File: src/rtl/vector_result_serializer.sv
// Snapshots an ALU result vector on capture and streams it out
// as a length header followed by one element per valid/ready beat.
module vector_result_serializer #(
  parameter int BITS = 8,
  parameter int N    = 4
) (
  input  logic                     clk,
  input  logic                     rst_n,
  input  logic [N-1:0][BITS-1:0]   S,
  input  logic [7:0]               S_len,
  input  logic                     capture,
  output logic                     busy,
  output logic                     drop,
  output logic [BITS-1:0]          out_data,
  output logic                     out_valid,
  input  logic                     out_ready,
  output logic                     out_last
);

  localparam int IW = (N > 1) ? $clog2(N) : 1;

  typedef enum logic [1:0] {
    IDLE,
    HEADER,
    DATA
  } state_t;

  state_t                 state;
  logic [N-1:0][BITS-1:0] snap;
  logic [7:0]             len_eff;
  logic [IW-1:0]          idx;

  logic [7:0]             cap_len;
  logic [IW-1:0]          idx_nxt;
  logic                   nxt_last;

  // The header keeps the raw S_len; only the data beats are clamped to N.
  assign cap_len  = (S_len > 8'(N)) ? 8'(N) : S_len;
  assign idx_nxt  = idx + IW'(1);
  assign nxt_last = (8'(idx_nxt) == (len_eff - 8'd1));

  always_ff @(posedge clk) begin
    if (!rst_n) begin
      state     <= IDLE;
      snap      <= '0;
      len_eff   <= '0;
      idx       <= '0;
      busy      <= 1'b0;
      drop      <= 1'b0;
      out_data  <= '0;
      out_valid <= 1'b0;
      out_last  <= 1'b0;
    end else begin
      drop <= capture && (state != IDLE);
      unique case (state)
        IDLE: begin
          if (capture) begin
            state     <= HEADER;
            snap      <= S;
            len_eff   <= cap_len;
            idx       <= '0;
            busy      <= 1'b1;
            out_valid <= 1'b1;
            out_data  <= BITS'(S_len);
            out_last  <= (cap_len == 8'd0);
          end
        end
        HEADER: begin
          if (out_ready) begin
            if (len_eff == 8'd0) begin
              state     <= IDLE;
              busy      <= 1'b0;
              out_valid <= 1'b0;
              out_last  <= 1'b0;
              out_data  <= '0;
            end else begin
              state    <= DATA;
              idx      <= '0;
              out_data <= snap[0];
              out_last <= (len_eff == 8'd1);
            end
          end
        end
        DATA: begin
          if (out_ready) begin
            if (out_last) begin
              state     <= IDLE;
              busy      <= 1'b0;
              out_valid <= 1'b0;
              out_last  <= 1'b0;
              out_data  <= '0;
            end else begin
              idx      <= idx_nxt;
              out_data <= snap[idx_nxt];
              out_last <= nxt_last;
            end
          end
        end
        default: begin
          state     <= IDLE;
          busy      <= 1'b0;
          out_valid <= 1'b0;
          out_last  <= 1'b0;
        end
      endcase
    end
  end

endmodule

File: config.mk
export PLATFORM = sky130hd
export DESIGN_NAME = vector_result_serializer
export DESIGN_NICKNAME = d
export VERILOG_FILES = /design/src/rtl/vector_result_serializer.sv
export SDC_FILE = /design/constraint.sdc
export NUM_CORES = 1
export LEC_CHECK = 0
export BUFFER_PORTS_ARGS = -buffer_cell sky130_fd_sc_hd__buf_2
export CAP_MARGIN = 20
export CELL_PAD_IN_SITES_DETAIL_PLACEMENT = 1
export CELL_PAD_IN_SITES_GLOBAL_PLACEMENT = 1
export CORE_UTILIZATION = 35
export DETAILED_ROUTE_END_ITERATION = 10
export GPL_ROUTABILITY_DRIVEN = 0
export PLACE_DENSITY = 0.75
export SLEW_MARGIN = 20
export SYNTH_ARGS = -nofsm -noshare
export SYNTH_HDL_FRONTEND = slang
export SYNTH_SLANG_ARGS = --single-unit
File: constraint.sdc
create_clock -name clk -period 3.8 [get_ports clk]
set_input_delay 0.38 -clock clk [delete_from_list [all_inputs] [get_ports clk]]
set_output_delay 0.38 -clock clk [all_outputs]
set_load 0.005 [all_outputs]
# After elaboration in Yosys (flattened, before gate mapping)
# Cells that the tools add are included.
# classes
reduce_logical	12
n_mux	33
order_cmp	2
eq_ne	11
add_sub_neg	2
# ops
op	count
8-bit two-way mux	7
8-bit case mux with 3 select lines	1
2-bit two-way mux	10
8-bit binary-select mux with 2-bit select	1
8-bit zero test	2
2-bit != test, second input constant	7
2-bit case mux with 3 select lines	2
1-bit two-way mux	10
2-bit by 8-bit equality test with 1-bit output	1
8-bit by 1-bit equality test with 1-bit output, second input constant	1
8-bit by 3-bit greater-than comparator with 1-bit output, second input constant	1
4-bit AND reduction	2
8-bit by 1-bit subtractor with 8-bit output, second input constant	1
1-bit case mux with 3 select lines	2
6-bit AND reduction	1
5-bit AND reduction	1
2-bit by 3-bit < comparator with 1-bit output, second input constant	1
3-bit AND reduction	1
3-bit nonzero test	1
2-bit by 1-bit adder with 2-bit output, second input constant	1
2-bit by 1-bit equality test with 1-bit output, second input constant	1
2-bit equality test, second input constant	1
2-bit zero test	1
2-bit AND reduction	1
2 further kinds	2
# totals
out_inout_bits	12
reg_bits	55
input_bits	44
wordCells	71

# Logic depth before layout (Yosys ltp)
# Gate-level depths: netlist of the first run.
# logic_depth
word_depth	6
ltp_mapped	8
mapped_depth_nobuf	6

# Worst setup path after synthesis of the first run
# Ideal clock, no wire load.
# synth_path
path_kind	register to register
startpoint	register state[0]
endpoint	register out_data[7]
t_arrival_ps	1800
synth_period_minus_slack_ps	1874
setup_ps	74
path_buffers	2
stages_incl_launch_ff	9
t_required_ps	3726
path_slack_ps	1926
cell_sequence	dfxtp_1 -> inv_1 -> ha_1 -> o21ba_1 -> buf_6 -> or3_1 -> buf_2 -> a211o_1 -> a31oi_1
# synth_between
elab_chain_cells	3
elab_cells_between_ends	9
classes_between	5 x eq/ne; 1 x mux; 3 x reduce/logical
# synth_rtl
element	line_no	rtl
start: declaration	28	state_t state;
start signal: assignment	44	state <= IDLE;
start signal: assignment	58	state <= HEADER;
start signal: assignment	71	state <= IDLE;
2-bit by 1-bit equality test with 1-bit output, or another cell as far along	55	unique case (state)
2-bit != test (no line) / 3-bit nonzero test (equally long branches)	-	
4-bit AND reduction (no line)	-	
end signal: assignment	64	out_data <= BITS'(S_len);
end signal: assignment	79	out_data <= snap[0];
end signal: assignment	94	out_data <= snap[idx_nxt];
end: declaration	14	output logic [BITS-1:0] out_data,
# Parallel ways exist; a longest one is shown, timed or not.
# A chain may end at the register's enable or synchronous reset.

# Worst setup path in the final report of the first run
# Ends and elaborated chain as after synthesis.

==> impl_summary.txt, run 1 <==
----------------------------------------------------
[Status]
  Outcome ... complete, no violations

[Floorplan]
  Core area ... 7214 sq um
  Width of the chip ... 88.34 microns
  Initial Util ... 0.3616
  Ports ... 56
  Height of the chip ... 88.34 microns
  Std cell rows ... 31
  Die area ... approximately 8000 sq um

[Detailed routing]
  First drt pass iteration count ... 4
  Antenna-violating nets left ... 0
  Post-detailed-route wirelength per cell ... 15.36 microns
  Vias ... 2434
  DRT iter0 DRCs ... around 110
  Remaining DRCs ... 0
  Final routed wirelength across all metal layers ... 7171 microns
  Mean number of vias per cell ... 5.212

[Clock tree]
  Number of buffers on the longest clock path ... 2
  Post-CTS repair timing setup buffer count ... 0
  Number of clock sinks seen by CTS ... 55
  Deepest level of the CTS H-tree ... 2
  Clock Pin Slew Worst Setup and Hold Paths ... around 0.1 ns
  Clock insertion delay at the later pin of the skew report ... 0.31 ns
  Total of cells resized after clock tree synthesis ... 0
  Root Buffer Master ... sky130_fd_sc_hd__clkbuf_8
  CTS tree ... yes
  Number of buffers inserted during clock tree synthesis ... 5
  Post-cts hold buffer count ... 0

[Critical path]
  Number of buffers and inverters on the critical path ... 1
  Critical path arrival ... 2.58 ns
  Critical Path End Type ... register
  Slowest CP cell ... sky130_fd_sc_hd__nor3_1
  Startpoint Class ... register
  Worst endpoint required time ... 4.02 ns
  Family with the most delay on the worst path ... compound AO/OA/AOI/OAI gates
  Crit-path max FO ... 9
  Max stage delay on crit path ... 0.72 ns
  Worst path cell trace ... inv_1, ha_1, o21ba_1, nor3_1, o221ai_1, a31oi_1
  Worst setup path category ... register to register

[Pwr]
  Portion of total power attributed to the clock network ... 0.278
  Maximum vdd ir drop ... 0.1205 mV
  Switching share of power ... 0.2853
  Power, Total ... 1.151 mW
  Portion of total power attributed to combinational logic ... 0.170
  Leak pwr ... 1.230 nW
  Switching power ... 0.3283 mW
  Proportion of power drawn by flip-flops and latches ... 0.552
  Power density over the cells ... 382.6 nW/um^2
  Internal Dissipation ... 0.8224 mW

[Timing]
  Final critical delay including setup and external delays ... 2.360 ns
  Clock skew ... 0.007623 ns
  Count of final setup violators ... 0
  Final worst path period share ... 0.6210
  Final TNS setup ... 0 ns
  Final Hold Viols ... 0
  Worst hold margin ... 0.2993 ns
  RSZ-0062 raised after global routing ... false
  Relative slew slack ... 0.4362
  Highest achievable clock rate ... 0.4238 GHz
  Transition time at the pin with the least slew margin ... 0.8439 ns
  Max Slew Vio Count ... 0

[Synthesis]
  Synthesized cell area ... 2609 sq um
  Dominant synthesized flop cell ... sky130_fd_sc_hd__dfxtp_1
  Cell variety after synth ... 45
  Number of nets in the synthesized netlist ... 376
  Share of flip-flops with an asynchronous set or reset ... 0
  Warning count from the yosys run ... 0
  Portion of the post-synthesis area used by sequential elements ... 0.4221
  Post-synth EDFFs ... 0
  Synthesized area per cell ... 8.002 sq um
  Post-synthesis register bit count ... 55
  Post-Syn Instances ... ~330

[Global route]
  Pin count of the biggest net entering global routing ... 37
  Aggregate global-route resource usage ... 0.1970
  Number of antenna violations at the first check in global routing ... 0
  First-pass GRT wire length ... 11880 microns
  Vias in the first global route ... around 2500
  Final global-route overflow total ... 0

[Run]
  Reported max-cap violation count ... 0

[Cells and area]
  Layout net count ... between 400 and 500
  Area of all sequential standard cells ... ~1100 sq um
  Layout cells sized above 1 ... 0.2011
  Most used cells in the layout excluding fill and tap cells ... sky130_fd_sc_hd__nand2_1 (78), sky130_fd_sc_hd__dfxtp_1 (55), sky130_fd_sc_hd__buf_2 (55)
  Layout overhead on the synthesized area ... 15.30%
  Multi-input logic area ... 1374 sq um
  Antenna cells ... 0
  Fill cells ... 930
  Most common library cell in the layout ignoring fill and taps ... sky130_fd_sc_hd__nand2_1

[Place]
  Detailed-placement wirelength estimate ... between 5000 and 6000 microns
  Port Buffers ... 55

[Min path]
  Worst hold path class ... primary input to register

----------------------------------------------------
## Yosys cell counts, drive strengths merged, types with 2 or more instances
cell type / number / share of area
a211o: 2 / 0.0067
a21boi: 6 / 0.017
a21oi: 38 / 0.073
a22oi: 6 / 0.017
a31o: 2 / 0.0067
a31oi: 3 / 0.0072
and2: 4 / 0.0096
and3: 6 / 0.014
buf: 4 / 0.011
clkbuf: 20 / 0.029
clkinv: 2 / 0.0029
dfxtp: 55 / 0.42
ha: 6 / 0.029
inv: 6 / 0.0086
mux2: 6 / 0.026
nand2: 78 / 0.11
nand3: 6 / 0.012
nand4: 3 / 0.0072
nor2: 18 / 0.026
nor2b: 4 / 0.0096
nor3: 4 / 0.0077
nor4: 3 / 0.0096
o21ai: 10 / 0.019
o311a: 6 / 0.023
o31ai: 8 / 0.023
or3: 2 / 0.0048
xnor2: 3 / 0.010
## layout make-up
type	instances	area share
well taps	99	0.04118
inverters	8	0.009983
repair buffers	58	0.09900
multi-input cells	239	0.4567
clock buffers	7	0.02537
clock inverters	1	0.001664
flip-flops and latches	55	0.3661
## worst paths after layout
path | startpoint | to | slack [ns] | depth (start not counted)
max | state[0] | out_data[7] | 1.44 | 6
min | S[14] | snap[14] | 0.30 | 3
min reg2reg | snap[13] | snap[13] | 0.46 | 2
max reg2reg | state[0] | out_data[7] | 1.44 | 6
## cell families (layout without fill, tap and decap cells)
logic type | Yosys count | after routing | synth area share
compound gates | 90 | 90 | 0.2240
xor+xnor | 3 | 3 | 0.01007
fa+ha+maj | 6 | 6 | 0.02878
buf+inv | 32 | 74 | 0.05132
flops | 55 | 55 | 0.4221
mux | 8 | 8 | 0.03837
simple gates | 132 | 132 | 0.2254
## registers in the layout (all words and copies together) (netlist names)
register   cells
snap          32
out_last       1
drop           1
state          2
out_valid      1
idx            2
len_eff        8
out_data       8
## per-layer routing
layer / global-route usage / wire length [microns]
met5: 0 / 0
met2: 0.3462 / 3528
met3: 0.03545 / 221
met1: 0.2419 / 3296
met4: 0.06745 / 125
## worst register-to-register path, stage by stage (launching register included)
cell	delay (ns)
sky130_fd_sc_hd__dfxtp_1	0.39
sky130_fd_sc_hd__inv_1	0.08
sky130_fd_sc_hd__ha_1	0.28
sky130_fd_sc_hd__o21ba_1	0.32
sky130_fd_sc_hd__nor3_1	0.72
sky130_fd_sc_hd__o221ai_1	0.25
sky130_fd_sc_hd__a31oi_1	0.23
## metrics by stage
step,setup slack [ns],instance area (sq um),cells,utilization
after floorplan,1.926,2609,326,-
after global placement,1.649,2927,459,0.4057
after detailed placement,1.484,2927,459,0.4057
after CTS,1.455,3008,467,0.4169
after global routing,1.193,3008,467,0.4169
final,1.440,3008,467,0.4169
## power by group through the flow
stage | logic, mW | clock network (mW) | registers [mW]
floorplan | 0.130 | 0 | 0.643
global placement | 0.191 | 0 | 0.647
detailed placement | 0.198 | 0 | 0.649
CTS | 0.199 | 0.327 | 0.636
global route | 0.223 | 0.353 | 0.641
finish | 0.196 | 0.320 | 0.635
(Power assumes the default switching activity.)
==> run 2: changes to the inputs <==
--- a/config.mk
+++ b/config.mk
@@ -12,7 +12,7 @@
 export CORE_UTILIZATION = 35
 export DETAILED_ROUTE_END_ITERATION = 10
 export GPL_ROUTABILITY_DRIVEN = 0
-export PLACE_DENSITY = 0.75
+export PLACE_DENSITY = 0.78
 export SLEW_MARGIN = 20
 export SYNTH_ARGS = -nofsm -noshare
 export SYNTH_HDL_FRONTEND = slang
==> constraint.sdc (replaced) <==
create_clock -name clk -period 2 [get_ports clk]
set_input_delay 0.2 -clock clk [delete_from_list [all_inputs] [get_ports clk]]
set_output_delay 0.2 -clock clk [all_outputs]
set_load 0.005 [all_outputs]
==> impl_summary.txt, run 2 (synthesized netlist as in run 1, its figures left out) <==
----------------------------------------------------
[Clock tree]
  Root Buffer Master ... sky130_fd_sc_hd__clkbuf_8 (unchanged)
  Clock insertion delay at the later pin of the skew report ... 0.31 ns (about the same)
  Total of cells resized after clock tree synthesis ... 0 (unchanged)
  Clock Pin Slew Worst Setup and Hold Paths ... 0.10 ns (about the same)
  Number of buffers on the longest clock path ... 2 (unchanged)
  Number of clock sinks seen by CTS ... 55 (unchanged)
  Number of buffers inserted during clock tree synthesis ... 5 (unchanged)
  Post-cts hold buffer count ... 0 (unchanged)
  Post-CTS repair timing setup buffer count ... 0 (unchanged)
  CTS tree ... yes (unchanged)
  Deepest level of the CTS H-tree ... 2 (unchanged)

[Detailed routing]
  First drt pass iteration count ... 4 (unchanged)
  Final routed wirelength across all metal layers ... 7506 microns (was 7171 microns)
  Vias ... 2486 (was 2434)
  Post-detailed-route wirelength per cell ... 15.64 microns (was 15.36 microns)
  Mean number of vias per cell ... 5.179 (was 5.212)
  DRT iter0 DRCs ... 118 (was 108)
  Antenna-violating nets left ... 0 (unchanged)
  Remaining DRCs ... 0 (unchanged)

[Global route]
  First-pass GRT wire length ... 11980 microns (was 11880 microns)
  Vias in the first global route ... 2439 (was 2520)
  Final global-route overflow total ... 0 (unchanged)
  Number of antenna violations at the first check in global routing ... 0 (unchanged)
  Aggregate global-route resource usage ... 0.2011 (was 0.1970)
  Pin count of the biggest net entering global routing ... 37 (unchanged)

[Cells and area]
  Layout cells sized above 1 ... 0.2493 (was 0.2011)
  Max FFs per register ... 32 (unchanged)
  Layout net count ... 430 (was 417)
  Most used cells in the layout excluding fill and tap cells ... sky130_fd_sc_hd__nand2_1 (78), sky130_fd_sc_hd__buf_2 (55), sky130_fd_sc_hd__dfxtp_1 (53) (was sky130_fd_sc_hd__nand2_1 (78), sky130_fd_sc_hd__dfxtp_1 (55), sky130_fd_sc_hd__buf_2 (55))
  Most common library cell in the layout ignoring fill and taps ... sky130_fd_sc_hd__nand2_1 (unchanged)
  Multi-input logic area ... 1394 sq um (was 1374 sq um)
  Final Instance Count excl. Fillers ... 480 (was 467)
  Layout overhead on the synthesized area ... 20.77% (was 15.30%)
  Top Registers ... snap x32, len_eff x8, out_data x8 (unchanged)
  Area of all sequential standard cells ... 1104 sq um (was 1101 sq um)
  Fill cells ... 916 (was 930)
  Antenna cells ... 0 (unchanged)
  Register containing the most flip-flops in the final layout ... snap (unchanged)

[Pwr]
  Power density over the cells ... 727.5 nW/um^2 (was 382.6 nW/um^2)
  Leak pwr ... 1.299 nW (was 1.230 nW)
  Power, Total ... 2.292 mW (was 1.151 mW)
  Maximum vdd ir drop ... 0.2537 mV (was 0.1205 mV)

[Timing]
  Count of final setup violators ... 0 (unchanged)
  Final worst slack ... 0.1035 ns (was 1.440 ns)
  Final Hold Viols ... 0 (unchanged)
  Transition time at the pin with the least slew margin ... 0.4426 ns (was 0.8439 ns)
  Worst hold margin ... 0.1166 ns (was 0.2993 ns)
  Highest achievable clock rate ... 0.5273 GHz (was 0.4238 GHz)
  RSZ-0062 raised after global routing ... false (unchanged)
  Clock skew ... 0.003732 ns (was 0.007623 ns)
  Relative slew slack ... 0.7009 (was 0.4362)
  Final worst path period share ... 0.9483 (was 0.6210)
  Final critical delay including setup and external delays ... 1.897 ns (was 2.360 ns)
  Max Slew Vio Count ... 0 (unchanged)
  Final TNS setup ... 0 ns (unchanged)

[Floorplan]
  Width of the chip ... 88.34 microns (unchanged)
  Ports ... 56 (unchanged)
  Initial Util ... 0.3616 (unchanged)
  Height of the chip ... 88.34 microns (unchanged)
  Die area ... 7803 sq um (unchanged)
  Core area ... 7214 sq um (unchanged)
  Std cell rows ... 31 (unchanged)

[Place]
  Post-Place Cells ... 472 (was 459)
  Detailed-placement wirelength estimate ... 5523 microns (was 5321 microns)
  Pre-CTS worst setup slack ... 0.07111 ns (was 1.484 ns)
  Port Buffers ... 55 (unchanged)

[Min path]
  Worst hold path class ... primary input to register (unchanged)
  Hold EP ... snap[24] (was snap[14])
  Number of cells on the worst hold path ... 3 (unchanged)
  Start point of the worst min-delay path ... S[24] (was S[14])

[Critical path]
  Capturing point of the worst reg2reg path ... out_data[0] (was out_data[7])
  Startpoint of the lowest-slack register-to-register path ... state[0] (unchanged)
  Critical Path End Type ... register (unchanged)
  Critical path arrival ... 2.10 ns (was 2.58 ns)
  Startpoint Class ... register (unchanged)
  Worst endpoint required time ... 2.20 ns (was 4.02 ns)
  Worst setup path category ... register to register (unchanged)
  Register-to-register setup slack ... 0.10 ns (was 1.44 ns)
  Worst-case reg-to-reg path depth ... 7 (was 6)
  Crit-path max FO ... 5 (was 9)

[Run]
  Reported max-cap violation count ... 0 (unchanged)

[Status]
  Outcome ... complete, no violations (unchanged)

----------------------------------------------------
[run 2: changes by cell type in the layout (fill, tap and decap cells not counted), sizes merged]
cell / previous run / this run
clkinv: 3 / 2
buf: 58 / 71
clkinvlp: 0 / 1
[run 2: through the flow]
stage               cell area, sq um    util
CTS                             3128  0.4336
detailed placement              3024  0.4192
floorplan                       2609       -
global placement                3024  0.4192
global route                    3151  0.4367
finish                          3151  0.4367
[run 2: area by class of cell]
| type | instances | area share |
|---|---|---|
| multi-input cells | 239 | 0.4424 |
| flip-flops and latches | 55 | 0.3503 |
| repair buffers | 71 | 0.1255 |
| well taps | 99 | 0.03932 |
| clock buffers | 7 | 0.03058 |
| inverters | 8 | 0.009531 |
| clock inverters | 1 | 0.002383 |
[run 2: worst max path at each step]
stage	startpoint	endpoint	slack [ns]
floorplan	state[0]	out_data[7]	0.13
global placement	state[0]	out_data[7]	0.17
detailed placement	state[0]	out_data[7]	0.07
CTS	state[1]	out_data[0]	0.008
global route	state[0]	out_data[0]	0.02
finish	state[0]	out_data[0]	0.10
[run 2: critical path, stage by stage (launching register included)]
cell,delay (ns)
sky130_fd_sc_hd__dfxtp_2,0.36
sky130_fd_sc_hd__inv_1,0.07
sky130_fd_sc_hd__ha_1,0.21
sky130_fd_sc_hd__o21ba_1,0.25
sky130_fd_sc_hd__buf_4,0.18
sky130_fd_sc_hd__o31ai_2,0.29
sky130_fd_sc_hd__nand2_1,0.10
sky130_fd_sc_hd__o311a_1,0.33
[run 2: power by group]
part	switching (mW)	internal, mW
Clock	0.363	0.316
Sequential	0.0427	1.17
Combinational	0.233	0.172
[run 2: layer usage]
layer	wire length [microns]	up-vias	global-route usage	part of all wire
met5	0	-	0	0
met4	74	0	0.04839	0.0099
met3	194	6	0.03172	0.026
met2	3850	37	0.3622	0.51
met1	3387	1197	0.2507	0.45
li1	-	1246	-	-
